`config.mk`:
```
export PLATFORM = sky130hd
export DESIGN_NAME = pool2_stage
export DESIGN_NICKNAME = d
export VERILOG_FILES = /design/src/rtl/cnn_pkg.sv /design/src/rtl/pool_reduce.sv /design/src/rtl/pool2_stage.sv
export SDC_FILE = /design/constraint.sdc
export NUM_CORES = 1
export LEC_CHECK = 0
export ABC_AREA = 1
export CAP_MARGIN = 10
export CORE_ASPECT_RATIO = 1.25
export CORE_UTILIZATION = 40
export CTS_CLUSTER_SIZE = 24
export DETAILED_ROUTE_END_ITERATION = 6
export GPL_TIMING_DRIVEN = 0
export PLACE_DENSITY = 0.78
export REMOVE_ABC_BUFFERS = 1
export SETUP_SLACK_MARGIN = 0.1
export SLEW_MARGIN = 20
export SYNTH_ARGS = -nofsm -noshare
export SYNTH_HDL_FRONTEND = slang
export SYNTH_SLANG_ARGS = --single-unit
```
`constraint.sdc`:
```
create_clock -name clock -period 7.21 [get_ports clock]
set_input_delay 2.163 -clock clock [delete_from_list [all_inputs] [get_ports clock]]
set_output_delay 2.163 -clock clock [all_outputs]
set_load 0.01 [all_outputs]
```
`src/rtl/cnn_pkg.sv`:
```
// Shared definitions for the CNN layer stages: FSM states, element type and counter sizing.
package cnn_pkg;

   localparam int WIDTH_BIT = 8;

   typedef logic signed [WIDTH_BIT-1:0] elem_t;

   typedef enum logic {
      IDLE = 1'b0,
      SCAN = 1'b1
   } state_t;

   // Width of a counter that must hold 0..n-1; never narrower than one bit.
   function automatic int cnt_w(input int n);
      return (n > 1) ? $clog2(n) : 1;
   endfunction

endpackage

```
`src/rtl/pool_reduce.sv`:
```
// Combinational POOLxPOOL window reduction: signed maximum, or floor average when POOL_AVG_EN is defined.
module pool_reduce
   import cnn_pkg::*;
#(
   parameter int POOL      = 2,
   parameter int WIDTH_BIT = 8
) (
   input  logic        [POOL-1:0][POOL-1:0][WIDTH_BIT-1:0] window,
   output logic signed [WIDTH_BIT-1:0]                      result
);

`ifdef POOL_AVG_EN
   localparam int SH = 2 * $clog2(POOL);
   localparam int SW = WIDTH_BIT + SH;

   if ((1 << $clog2(POOL)) != POOL) begin : g_pool_pow2
      $error("pool_reduce: average pooling needs POOL to be a power of two");
   end

   // Arithmetic shift floors toward minus infinity; the mean always fits WIDTH_BIT.
   function automatic logic signed [WIDTH_BIT-1:0] avg_floor(input logic signed [SW-1:0] s);
      logic signed [SW-1:0] q;
      q = s >>> SH;
      return q[WIDTH_BIT-1:0];
   endfunction

   logic signed [SW-1:0] sum;

   always_comb begin
      sum = '0;
      for (int a = 0; a < POOL; a++) begin
         for (int b = 0; b < POOL; b++) begin
            sum = sum + SW'($signed(window[a][b]));
         end
      end
      result = avg_floor(sum);
   end
`else
   function automatic logic signed [WIDTH_BIT-1:0] max2(input logic signed [WIDTH_BIT-1:0] x,
                                                        input logic signed [WIDTH_BIT-1:0] y);
      return (x > y) ? x : y;
   endfunction

   always_comb begin
      result = $signed(window[0][0]);
      for (int a = 0; a < POOL; a++) begin
         for (int b = 0; b < POOL; b++) begin
            result = max2(result, $signed(window[a][b]));
         end
      end
   end
`endif

endmodule

```
`src/rtl/pool2_stage.sv`:
```
// Pooling stage: snapshots a feature map on start and emits one pooled element per clock.
// Reduction is signed max by default; define POOL_AVG_EN for floor-average pooling.
module pool2_stage
   import cnn_pkg::*;
#(
   parameter  int IN_SIZE   = 5,
   parameter  int POOL      = 2,
   parameter  int WIDTH_BIT = 8,
   localparam int OUT_SIZE  = IN_SIZE / POOL
) (
   input  logic                                                  clock,
   input  logic                                                  nreset,
   input  logic                                                  start,
   input  logic signed [IN_SIZE-1:0][IN_SIZE-1:0][WIDTH_BIT-1:0] inpMatrix,
   output logic                                                  busy,
   output logic                                                  done,
   output logic signed [OUT_SIZE-1:0][OUT_SIZE-1:0][WIDTH_BIT-1:0] poolOut
);

   localparam int                CNT_W = cnt_w(OUT_SIZE);
   localparam logic [CNT_W-1:0]  LAST  = CNT_W'(OUT_SIZE - 1);

   state_t                                      state, state_nxt;
   logic [CNT_W-1:0]                            r, c;
   logic [IN_SIZE-1:0][IN_SIZE-1:0][WIDTH_BIT-1:0] snap;
   logic [POOL-1:0][POOL-1:0][WIDTH_BIT-1:0]    window;
   logic signed [WIDTH_BIT-1:0]                 red;
   logic                                        last_elem;

   assign last_elem = (r == LAST) && (c == LAST);

   // Trailing rows/columns beyond OUT_SIZE*POOL are never addressed.
   always_comb begin
      window = '0;
      for (int a = 0; a < POOL; a++) begin
         for (int b = 0; b < POOL; b++) begin
            window[a][b] = snap[POOL * int'(r) + a][POOL * int'(c) + b];
         end
      end
   end

   pool_reduce #(
      .POOL      (POOL),
      .WIDTH_BIT (WIDTH_BIT)
   ) u_reduce (
      .window (window),
      .result (red)
   );

   always_comb begin
      state_nxt = state;
      case (state)
         IDLE:    if (start) state_nxt = SCAN;
         SCAN:    if (last_elem) state_nxt = IDLE;
         default: state_nxt = IDLE;
      endcase
   end

   always_ff @(posedge clock or negedge nreset) begin
      if (!nreset) begin
         state <= IDLE;
      end else begin
         state <= state_nxt;
      end
   end

   always_ff @(posedge clock or negedge nreset) begin
      if (!nreset) begin
         busy    <= 1'b0;
         done    <= 1'b0;
         r       <= '0;
         c       <= '0;
         snap    <= '0;
         poolOut <= '0;
      end else begin
         done <= 1'b0;
         case (state)
            IDLE: begin
               if (start) begin
                  snap <= inpMatrix;
                  r    <= '0;
                  c    <= '0;
                  busy <= 1'b1;
               end
            end
            SCAN: begin
               poolOut[r][c] <= red;
               if (c == LAST) begin
                  c <= '0;
                  if (r == LAST) begin
                     r    <= '0;
                     busy <= 1'b0;
                     done <= 1'b1;
                  end else begin
                     r <= r + 1'b1;
                  end
               end else begin
                  c <= c + 1'b1;
               end
            end
            default: ;
         endcase
      end
   end

endmodule

```
==> results of run 1 <==
[cells in the mapped netlist (all sizes together)]
library cell  instances
a21boi                1
a21oi                22
a221oi                8
a22o                  7
a22oi                15
and2                  1
and3                  1
buf                  14
clkbuf               27
clkinv                5
dfrtp               165
ha                   24
inv                  56
nand2               500
nand2b                1
nand3                61
nand4                11
nor2                 27
nor3                  1
o211ai                1
o21ai                30
o22ai                10
or2                   9
[final cells by class]
type	count	area, um2	area share [%]
Sequential cell	165	4130	38.7
Multi-Input combinational cell	730	3560	33.4
Timing Repair Buffer	170	1790	16.8
Clock buffer	17	425	3.99
Tap cell	265	332	3.11
Inverter	61	236	2.22
Clock inverter	15	195	1.83
[layer usage]
layer	part of all wire [%]	GRT usage [%]	wire, um	up-vias
li1	-	-	-	3485
met1	42	25.4	8570	3256
met2	51	36.5	10400	210
met3	4.3	3.31	893	45
met4	3.4	10.9	702	0
met5	0	0	0	-
[worst max-delay path, delay by kind of cell, from the launching register on]
family          cells  cell delay [ns]
simple gates       19             3.08
flops               1             0.47
fa+ha+maj           3             0.95
buf+inv             3             0.78
compound gates      6             1.09
[cell families (layout without fill, tap and decap cells)]
group	Yosys count	count (layout)	synth area share, %
adders and majority gates	24	24	3.71
buffers and inverters	102	263	5.27
and+or+nand+nor	612	612	31.5
AOI/OAI and AO/OA	94	94	8.50
DFF	165	165	51.0
[placed cells by master, fill, tap and decap left out, drive strengths merged]
cell type,instances
nand2b,1
and3,1
inv,62
or2,9
dfrtp,165
buf,7
clkbuf,17
bufinv,3
o21ai,30
o211ai,1
nand3,61
ha,24
a22oi,15
a22o,7
a21boi,1
clkinv,8
clkdlybuf4s50,163
o22ai,10
a21oi,22
clkinvlp,3
nor3,1
nor2,27
nand2,500
a221oi,8
and2,1
nand4,11
[metrics by stage]
stage	worst slack (ns)	instance area, um2
3_3_place_gp	-8.34	9870
5_1_grt	0.123	10700
6_report	0.729	10700
4_1_cts	0.362	10700
2_1_floorplan	-3.61	7900
3_5_place_dp	0.409	10000
[flip-flops by register name (all words and copies together) (netlist names)]
signal	flops
done	1
state	1
r	1
poolOut	32
busy	1
snap	128
c	1
[how the worst max path moves through the flow]
| stage | cells after the start | endpoint | startpoint | slack (ns) |
|---|---|---|---|---|
| after global placement | 6 | snap[41] | start | -8.34 |
| after floorplan | 5 | snap[105] | start | -3.61 |
| after global routing | 30 | poolOut[24] | r | 0.12 |
| final | 31 | poolOut[24] | r | 0.73 |
| after CTS | 31 | poolOut[24] | r | 0.36 |
| after detailed placement | 31 | poolOut[24] | r | 0.41 |
==> results.txt, run 1 <==
The run gives 4 as the number of levels the H-tree was split into. The setup path with the least slack is of type flop to flop. The effective utilization at floorplan came out at 41.3%. After clock tree synthesis, the repair step resized 0 gates. The logs give 0 for the count of final setup violators and 0 ns for the setup TNS.

Measured along the x axis, the die boundary spans 129 um. Number of cells traversed by the worst register-to-register path: 31. Count of final hold-check violations: 0.

By area the synthesized netlist is led by sky130_fd_sc_hd__dfrtp_1 51%, sky130_fd_sc_hd__nand2_1 23%, sky130_fd_sc_hd__ha_1 3.7%. The endpoint type of the worst setup path was a flop. Number of buffers inserted by post-CTS setup repair: 0.

The synthesized design contains 165 register bits. The slowest cell on the critical path was sky130_fd_sc_hd__inv_2. The worst hold path belongs to the class flop to flop.

Most repeated library cell on the critical path: sky130_fd_sc_hd__nand2_1. At the later pin of the worst-skew pair, clock insertion delay measures 0.43 ns. The average wire length per cell after detail routing is 14.5 um, and the wire length of the first global-routing pass is 34.2 mm. The number of placed instances, taps included, is 1391.

For the pin with the worst max-slew slack, the measured transition is 0.770 ns. The proportion of synthesized chip area in sequential cells was 51.0%; the overall overflow remaining after global route was 0. Mean cell area of the mapped netlist: 8.12 um2. The flow ran to the end, and the final reports show no timing, DRC or antenna violations.

For this run, the top clock speed supported by timing is 154 MHz. The tools report the type of element launching the critical path as a flop. The detailed router finished its first iteration with 514 violations. The worst register-to-register path ends at poolOut[24]. The reg-to-reg setup timing slack was 0.73 ns. The number of buffers added by the clock tree synthesis step was 17.

For this run, design rule violations remaining after detail routing come to 0. The tools report the end point of the worst hold path as snap[56]. The count of yosys warnings during synthesis is 0.

In the routed layout, each cell is associated on average with a via count of 4.92. Global routing used 21.2% of the available tracks. Counting instances, the worst hold path has a depth of 2.

For the count of pins over their slew limit, the log shows 0. Relative to the synthesized area, the layout overhead comes to 31.7%. The tools report the remaining number of nets flagged by the antenna check after routing as 0. The number of non-filler instances in the completed layout was 1423; the pin count of the biggest net entering global routing was 106. The worst pin sits at a relative slew slack of 48.5%.

The startpoint identified for the worst register-to-register timing path is r. Summed over all nets, the half-perimeter wirelength after detailed placement is 14.7 mm. The tools report the core box area as 0.0196 mm2. The tools report the minimum hold slack as 0.469 ns. The maximum count of clock buffers along a single path came out at 2. For the synthesized instance count, the log shows 997. For the data arrival time at the worst-slack endpoint, the log shows 6.80 ns. The synthesized netlist contains 35 unique library cells. In this run the core area contains 57 standard-cell rows. The biggest area contributor in the post-synthesis netlist is sky130_fd_sc_hd__dfrtp_1. The routability congestion estimate is 0.838, and the number of sinks on the clock net is 165. The maximum fanout along the worst path is 23.

The first-pass detailed-route iteration total was 6; the final clock period utilization by the worst path was 89.9%. The tools report the data required time at the worst endpoint as 7.53 ns. The final layout contains routed wiring with a total length of 20.6 mm. TritonCTS built the clock tree.

For the finished layout, the period the worst path requires is 6.48 ns. The filler cells instantiated in the layout total 1769. The die covers 0.0208 mm2. The worst hold path begins at snap[56].

Max-cap violations in this run came to 0. The share of cells above drive strength 1 came out at 8.20%. At the end of the flow, the number of nets in the layout was 1372.

For the final database, setup skew stands at 0.00632 ns. The quantity of hold-fixing buffers added after cts came out at 0. After clock tree synthesis, the clock-pin slew on the worst setup and hold paths is 0.07 ns. The die is 161 um tall. For this run, the slowest stage of the critical path takes 0.66 ns. The share of synthesized area in the top cell type comes to 51.0%. The number of global-route vias before repair was 7041; the quantity of I/O buffers inserted on ports was 164. The logs give 0.00810 mm2 for the cell area after synthesis and 54.4% for the post-route core utilization.

The run gives 0 as the initial antenna violation count. 0 antenna diodes ended up in the layout. The logs give 6996 for the total number of vias and 237 for the count of boundary I/O pins. Setup repair after global routing left no endpoint under its margin. The cell sitting at the root of the clock tree is a sky130_fd_sc_hd__clkbuf_16.
Power of run 1 is left out: the tool's default activity adds up to more than one toggle a clock period on the data nets, which glitch-free logic cannot reach.
==> run 2, diff against run 1 <==
--- a/config.mk
+++ b/config.mk
@@ -11,8 +11,9 @@
 export CORE_UTILIZATION = 40
 export CTS_CLUSTER_SIZE = 24
 export DETAILED_ROUTE_END_ITERATION = 6
+export DONT_BUFFER_PORTS = 1
 export GPL_TIMING_DRIVEN = 0
-export PLACE_DENSITY = 0.78
+export PLACE_DENSITY = 0.63
 export REMOVE_ABC_BUFFERS = 1
 export SETUP_SLACK_MARGIN = 0.1
 export SLEW_MARGIN = 20
==> results.txt, run 2 (synthesis results as in run 1) <==
The run finished with clean final reports. For the post-placement cell area, the log shows 0.00837 mm2 (-17%). The overall overflow remaining after global route was 0 (unchanged). The count of final setup violators is 0 (unchanged).

The tools report the endpoint type of the worst setup path as a flop. The logs give 57 (unchanged) for the placement row count and 0.00894 mm2 (-16%) for the final design instance area without fill. The run gives 13.6 mm (-7.2%) as the estimated wirelength of the detail-placed design. The worst clock skew came out at 0.00756 ns (+0.00124 ns).

The worst setup path is launched from a flop. The wire length of the first global-routing pass was 32.0 mm (-6.6%). The global routing usage summed across all routing layers is 20.1% (-1.2 points).

The effective utilization at floorplan was 41.3% (unchanged); the measured slew at the worst slew-check pin was 0.794 ns (+0.0243 ns). Clock input transition at the sequential cells of the worst setup and hold paths: 0.06 ns (about the same). The data arrival time at the worst-slack endpoint came out at 6.70 ns (-0.10 ns).

The kind of critical path is flop to flop. The final clock period utilization by the worst path works out to 88.7% (-1.2 points). The worst register-to-register path ends at poolOut[24]. The chip height works out to 161 um (unchanged).

The average wire length per cell after detail routing is 15.5 um (+6.9%). For the worst-case setup slack after placement, the log shows 0.719 ns (+0.310 ns). The remaining number of nets flagged by the antenna check after routing came out at 0 (unchanged).

The number of inserted diodes is 0 (unchanged). The logs give 6295 (-11%) for the number of global-route vias before repair and 0.0196 mm2 (unchanged) for the core box area. The worst register-to-register path begins at r.

The maximum count of clock buffers along a single path came out at 2 (unchanged). The number of cells on the worst hold path was 2 (unchanged). Setup repair after global routing left no endpoint under its margin.

The most common cell after layout, fill and taps aside is sky130_fd_sc_hd__nand2_1. The DRC marker count from the first detailed-route iteration was 406 (-21%). The pin count of the biggest net entering global routing was 166 (+57%). The critical path's largest stage delay came out at 0.59 ns (-0.07 ns).

Relative to the synthesized area, the layout overhead comes to 10.4%. The run gives 17 (unchanged) as the number of buffers added by the clock tree synthesis step. The most critical setup path has its startpoint at r.

The tools report the first-pass detailed-route iteration total as 5 (-1). Register bank with the most flops: snap. For the reg-to-reg setup timing slack, the log shows 0.81 ns (+0.08 ns). The logs give 0 (unchanged) for the count of pins over their slew limit and 0.0208 mm2 (unchanged) for the die area. Slowest cell on the critical path: sky130_fd_sc_hd__a21oi_2.

The initial antenna violation count was 0 (unchanged); the total number of vias was 6269 (-10%). For the number of sinks on the clock net, the log shows 165 (unchanged). The post-route core utilization was 45.6% (-8.8 points); the share of cells above drive strength 1 was 8.88% (+0.68 points). The quantity of I/O buffers inserted on ports came out at 0 (-100%). The class of the tightest hold or removal check is flop to flop. The largest registers in the layout are snap (128), poolOut (32). The data required time at the worst endpoint is 7.52 ns (about the same). The detail-routed via count per cell was 4.99 (+1.5%). The setup TNS came out at 0 ns (unchanged). The count of boundary I/O pins is 237 (unchanged), and the maximum fanout along the worst path is 23 (unchanged). Total wirelength of the detailed-routed design: 19.5 mm (-5.6%). The number of buffers inserted by post-CTS setup repair was 0 (unchanged). Count of final hold-check violations: 0 (unchanged). TritonCTS built the clock tree.

The number of levels the H-tree was split into is 4 (unchanged), and the remaining design rule violation count is 0 (unchanged). The final critical-path required period came out at 6.40 ns (-0.0849 ns). Clock tree synthesis selected as its root buffer the cell sky130_fd_sc_hd__clkbuf_16.

For the maximum clock frequency, the log shows 156 MHz (+1.3%). In this run the most critical hold path is launched from snap[120]. The path with the worst hold slack has its endpoint at snap[120]. The worst slew margin relative to its limit was 46.9% (-1.6 points); the number of flip-flops in the largest register was 128 (unchanged). Die extent in x: 129 um (unchanged). The routability congestion estimate was 0.841 (+0.29%); the number of cells traversed by the worst register-to-register path was 30 (-3.2%). Most repeated library cell on the critical path: sky130_fd_sc_hd__nand2_1. The tools report the final net count as 1207 (-12%). The tools report the worst path setup slack after routing as 0.814 ns (+0.0849 ns). For the clock insertion delay at the later pin of the skew report, the log shows 0.42 ns (about the same).

The top cell types in the final layout, fill and taps aside, are 496 x sky130_fd_sc_hd__nand2_1, 165 x sky130_fd_sc_hd__dfrtp_1, 52 x sky130_fd_sc_hd__inv_1. Number of fillers in the final layout: 1996 (+13%). The count of max-cap constraint violations was 0 (unchanged).
==> run 2: cell count changes in the layout (fill, tap and decap cells not counted), sizes merged, moves of 2 or more <==
cell	before	now
inv	62	56
clkbuf	17	22
clkdlybuf4s50	163	0
buf	7	5
==> run 2: cell type report <==
type	instances	area [um2]	area share, %
Sequential cell	165	4130	46.2
Tap cell	265	332	3.71
Clock inverter	8	103	1.15
Clock buffer	22	464	5.19
Multi-Input combinational cell	730	3560	39.8
Inverter	61	239	2.67
Timing Repair Buffer	5	115	1.29
==> run 2: per-layer routing <==
| metal | part of all wire [%] | vias to the layer above | GRT usage (%) | routed length (um) |
|---|---|---|---|---|
| met5 | 0 | - | 0 | 0 |
| met4 | 2.4 | 0 | 8.18 | 471 |
| met3 | 4.3 | 30 | 3.48 | 830 |
| met2 | 49 | 160 | 33.6 | 9570 |
| met1 | 44 | 2934 | 25.5 | 8580 |
| li1 | - | 3145 | - | - |
==> run 2: timing repair <==
action / 4_1_cts / 5_1_grt
setup endpoints to repair: 0 / 4
resized for setup: 0 / 2
hold buffers: 0 / 0
==> run 2: through the flow <==
| stage | instances | hold slack (ns) |
|---|---|---|
| 2_1_floorplan | 956 | 0.442 |
| 3_3_place_gp | 1221 | 0.454 |
| 3_5_place_dp | 1226 | 0.458 |
| 4_1_cts | 1256 | 0.474 |
| 5_1_grt | 1256 | 0.486 |
| 6_report | 1256 | 0.469 |
==> run 2: how the worst max path moves through the flow <==
stage | end | slack, ns
after floorplan | snap[105] | -3.61
after global placement | snap[15] | -7.43
after detailed placement | poolOut[24] | 0.72
after CTS | poolOut[24] | 0.67
after global routing | poolOut[24] | 0.14
final | poolOut[24] | 0.81
==> run 2: worst max-delay path: cells and delay by family (launching register included) <==
kind,cells,cell delay (ns)
buf+inv,2,0.61
compound gates,6,1.13
simple gates,19,3.07
fa+ha+maj,3,0.95
flops,1,0.49
Power of run 2 is left out for the same reason.
==> run 3, diff against run 2 <==
--- a/config.mk
+++ b/config.mk
@@ -8,12 +8,12 @@
 export ABC_AREA = 1
 export CAP_MARGIN = 10
 export CORE_ASPECT_RATIO = 1.25
-export CORE_UTILIZATION = 40
+export CORE_UTILIZATION = 55
 export CTS_CLUSTER_SIZE = 24
 export DETAILED_ROUTE_END_ITERATION = 6
 export DONT_BUFFER_PORTS = 1
 export GPL_TIMING_DRIVEN = 0
-export PLACE_DENSITY = 0.63
+export PLACE_DENSITY = 0.79
 export REMOVE_ABC_BUFFERS = 1
 export SETUP_SLACK_MARGIN = 0.1
 export SLEW_MARGIN = 20
==> results.txt, run 3 (synthesis results as in run 1) <==
The run gives 0 (unchanged) as the remaining design rule violation count. The maximum clock frequency was 155 MHz (-0.84%); the number of buffers added by the clock tree synthesis step was 17 (unchanged). The tools report the final net count as 1207 (unchanged). The logs give 0 (unchanged) for the number of inserted diodes and 0 (unchanged) for the number of gates resized after CTS. The global routing usage summed across all routing layers is 24.4% (+4.4 points). The critical path is of the flop to flop type.

The number of flip-flops in the largest register was 128 (unchanged); the data required time at the worst endpoint was 7.52 ns (about the same). For the cell total after placement, the log shows 1139 (-7.1%). The maximum fanout along the worst path was 23 (unchanged); the overall overflow remaining after global route was 0 (unchanged). On the critical path the largest part of the delay comes from simple AND/OR/NAND/NOR gates. The number of levels the H-tree was split into was 4 (unchanged); the placement row count was 49 (-14%).

The critical path's largest stage delay is 0.60 ns (about the same), and the pin count of the biggest net entering global routing is 166 (unchanged). The initial antenna violation count is 0 (unchanged), and the data arrival time at the worst-slack endpoint is 6.76 ns (+0.06 ns). For the count of pins over their slew limit, the log shows 0 (unchanged). The core box area came out at 0.0144 mm2 (-27%). For the number of sinks on the clock net, the log shows 165 (unchanged). The slowest stage of the critical path is the sky130_fd_sc_hd__a21oi_2 cell. The most repeated library cell on the critical path was sky130_fd_sc_hd__nand2_1. The maximum count of clock buffers along a single path came out at 2 (unchanged). The run gives 47.3% (+0.46 points) as the worst slew margin relative to its limit. The first-pass detailed-route iteration total came out at 5 (unchanged). The quantity of I/O buffers inserted on ports was 0 (unchanged).

The logs give 56.2% (+15 points) for the effective utilization at floorplan and 0.00894 mm2 (about the same) for the final design instance area without fill. The quantity of hold-fixing buffers added after cts was 0 (unchanged); the routability congestion estimate was 0.875 (+4.1%). The count of final hold-check violations is 0 (unchanged), and the measured slew at the worst slew-check pin is 0.787 ns (-0.00685 ns). The run gives 5949 (-5.5%) as the number of global-route vias before repair. The total number of vias was 6359 (+1.4%); the die extent in x was 111 um (-14%). The number of buffers inserted by post-CTS setup repair came out at 0 (unchanged). The run finished with clean final reports.

The remaining number of nets flagged by the antenna check after routing was 0 (unchanged). In the final layout, the registers with the most flip-flops are snap (128), poolOut (32). The endpoint type of the worst setup path was a flop. The chip height was 138 um (-15%); the die area was 0.0152 mm2 (-27%). Share of cells above drive strength 1: 9.26% (+0.38 points). The total buffers and inverters traversed by the critical path was 2 (unchanged).

Setup repair after global routing left no endpoint under its margin. The register with the most flip-flops in the final layout is snap. The estimated wirelength of the detail-placed design is 12.6 mm (-7.3%). Leaving out fill and tap cells, the most frequent cells in the layout are 496 x sky130_fd_sc_hd__nand2_1, 165 x sky130_fd_sc_hd__dfrtp_1, 52 x sky130_fd_sc_hd__inv_1.

The post-placement cell area was 0.00826 mm2 (-1.3%). The worst hold path belongs to the class flop to flop. The number of non-filler instances in the completed layout is 1171 (-6.8%), and the layout-stage area growth over the synthesis result is 10.4% (about the same). The tools report the count of max-cap constraint violations as 0 (unchanged).

Detail-routed via count per cell: 5.43 (+8.8%). The DRC marker count from the first detailed-route iteration is 415 (+2.2%). The wire length of the first global-routing pass is 28.9 mm (-9.5%), and the clock input transition at the sequential cells of the worst setup and hold paths is 0.06 ns (about the same). TritonCTS built the clock tree. The average wire length per cell after detail routing was 15.6 um (+0.54%); the count of boundary I/O pins was 237 (unchanged). The worst setup path is launched from a flop.

The total wirelength of the detailed-routed design is 18.2 mm (-6.3%), and the final critical-path required period is 6.45 ns (+0.0541 ns). Final clock period utilization by the worst path: 89.5% (+0.75 points). The library cell used most frequently in the layout, excluding fill and tap cells, is sky130_fd_sc_hd__nand2_1. The root buffer cell chosen for the clock tree is sky130_fd_sc_hd__clkbuf_16.

The tools report the worst clock skew as 0.00740 ns (-0.000158 ns). For the count of final setup violators, the log shows 0 (unchanged). The clock insertion delay at the later pin of the skew report is 0.43 ns (about the same).
==> run 3: cell types whose count changed in the layout (fill, tap and decap cells not counted) <==
| cell | before | now |
|---|---|---|
| sky130_fd_sc_hd__clkinv_2 | 2 | 4 |
| sky130_fd_sc_hd__buf_12 | 3 | 2 |
| sky130_fd_sc_hd__inv_6 | 0 | 2 |
| sky130_fd_sc_hd__clkinvlp_4 | 2 | 0 |
| sky130_fd_sc_hd__clkbuf_8 | 2 | 1 |
| sky130_fd_sc_hd__bufinv_16 | 2 | 6 |
| sky130_fd_sc_hd__clkinv_4 | 3 | 2 |
| sky130_fd_sc_hd__clkbuf_1 | 3 | 1 |
| sky130_fd_sc_hd__buf_16 | 2 | 3 |
==> run 3: final timing paths <==
check | startpoint | end | slack, ns | depth (start not counted)
max | r | poolOut[24] | 0.76 | 30
min | snap[141] | snap[141] | 0.47 | 2
max reg2reg | r | poolOut[24] | 0.76 | 30
min reg2reg | snap[141] | snap[141] | 0.47 | 2
max in group asynchronous | nreset | snap[146] | 5.62 | 0
min in group asynchronous | nreset | snap[6] | 1.43 | 0
==> run 3: cell type report <==
| cell class | count | area [um2] |
|---|---|---|
| Inverter | 61 | 239 |
| Timing Repair Buffer | 5 | 123 |
| Clock inverter | 13 | 226 |
| Multi-Input combinational cell | 730 | 3560 |
| Tap cell | 178 | 223 |
| Fill cell | 1268 | 5470 |
| Sequential cell | 165 | 4130 |
| Clock buffer | 19 | 443 |
==> run 3: tightest hold or removal path, delay by kind of cell (launching register included) <==
kind / cells / cell delay [ns]
DFF: 1 / 0.34
and+or+nand+nor: 2 / 0.09
==> run 3: through the flow <==
step | util [%] | worst slack, ns | hold WS [ns] | TNS (ns)
final | 62.0 | 0.760 | 0.471 | 0
after global routing | 62.0 | 0.131 | 0.486 | 0
after CTS | 62.0 | 0.408 | 0.474 | 0
after detailed placement | 57.4 | 0.447 | 0.459 | 0
after global placement | 56.4 | -6.98 | 0.454 | -767.29
after floorplan | - | -3.61 | 0.442 | -378.96
==> run 3: per-layer routing <==
| layer | track usage, % | up-vias | wire (um) |
|---|---|---|---|
| met2 | 40.5 | 197 | 9050 |
| met5 | 0 | - | 0 |
| li1 | - | 3149 | - |
| met1 | 30.6 | 2985 | 7810 |
| met4 | 10.1 | 0 | 411 |
| met3 | 6.25 | 28 | 964 |
Power of run 3 is left out for the same reason.
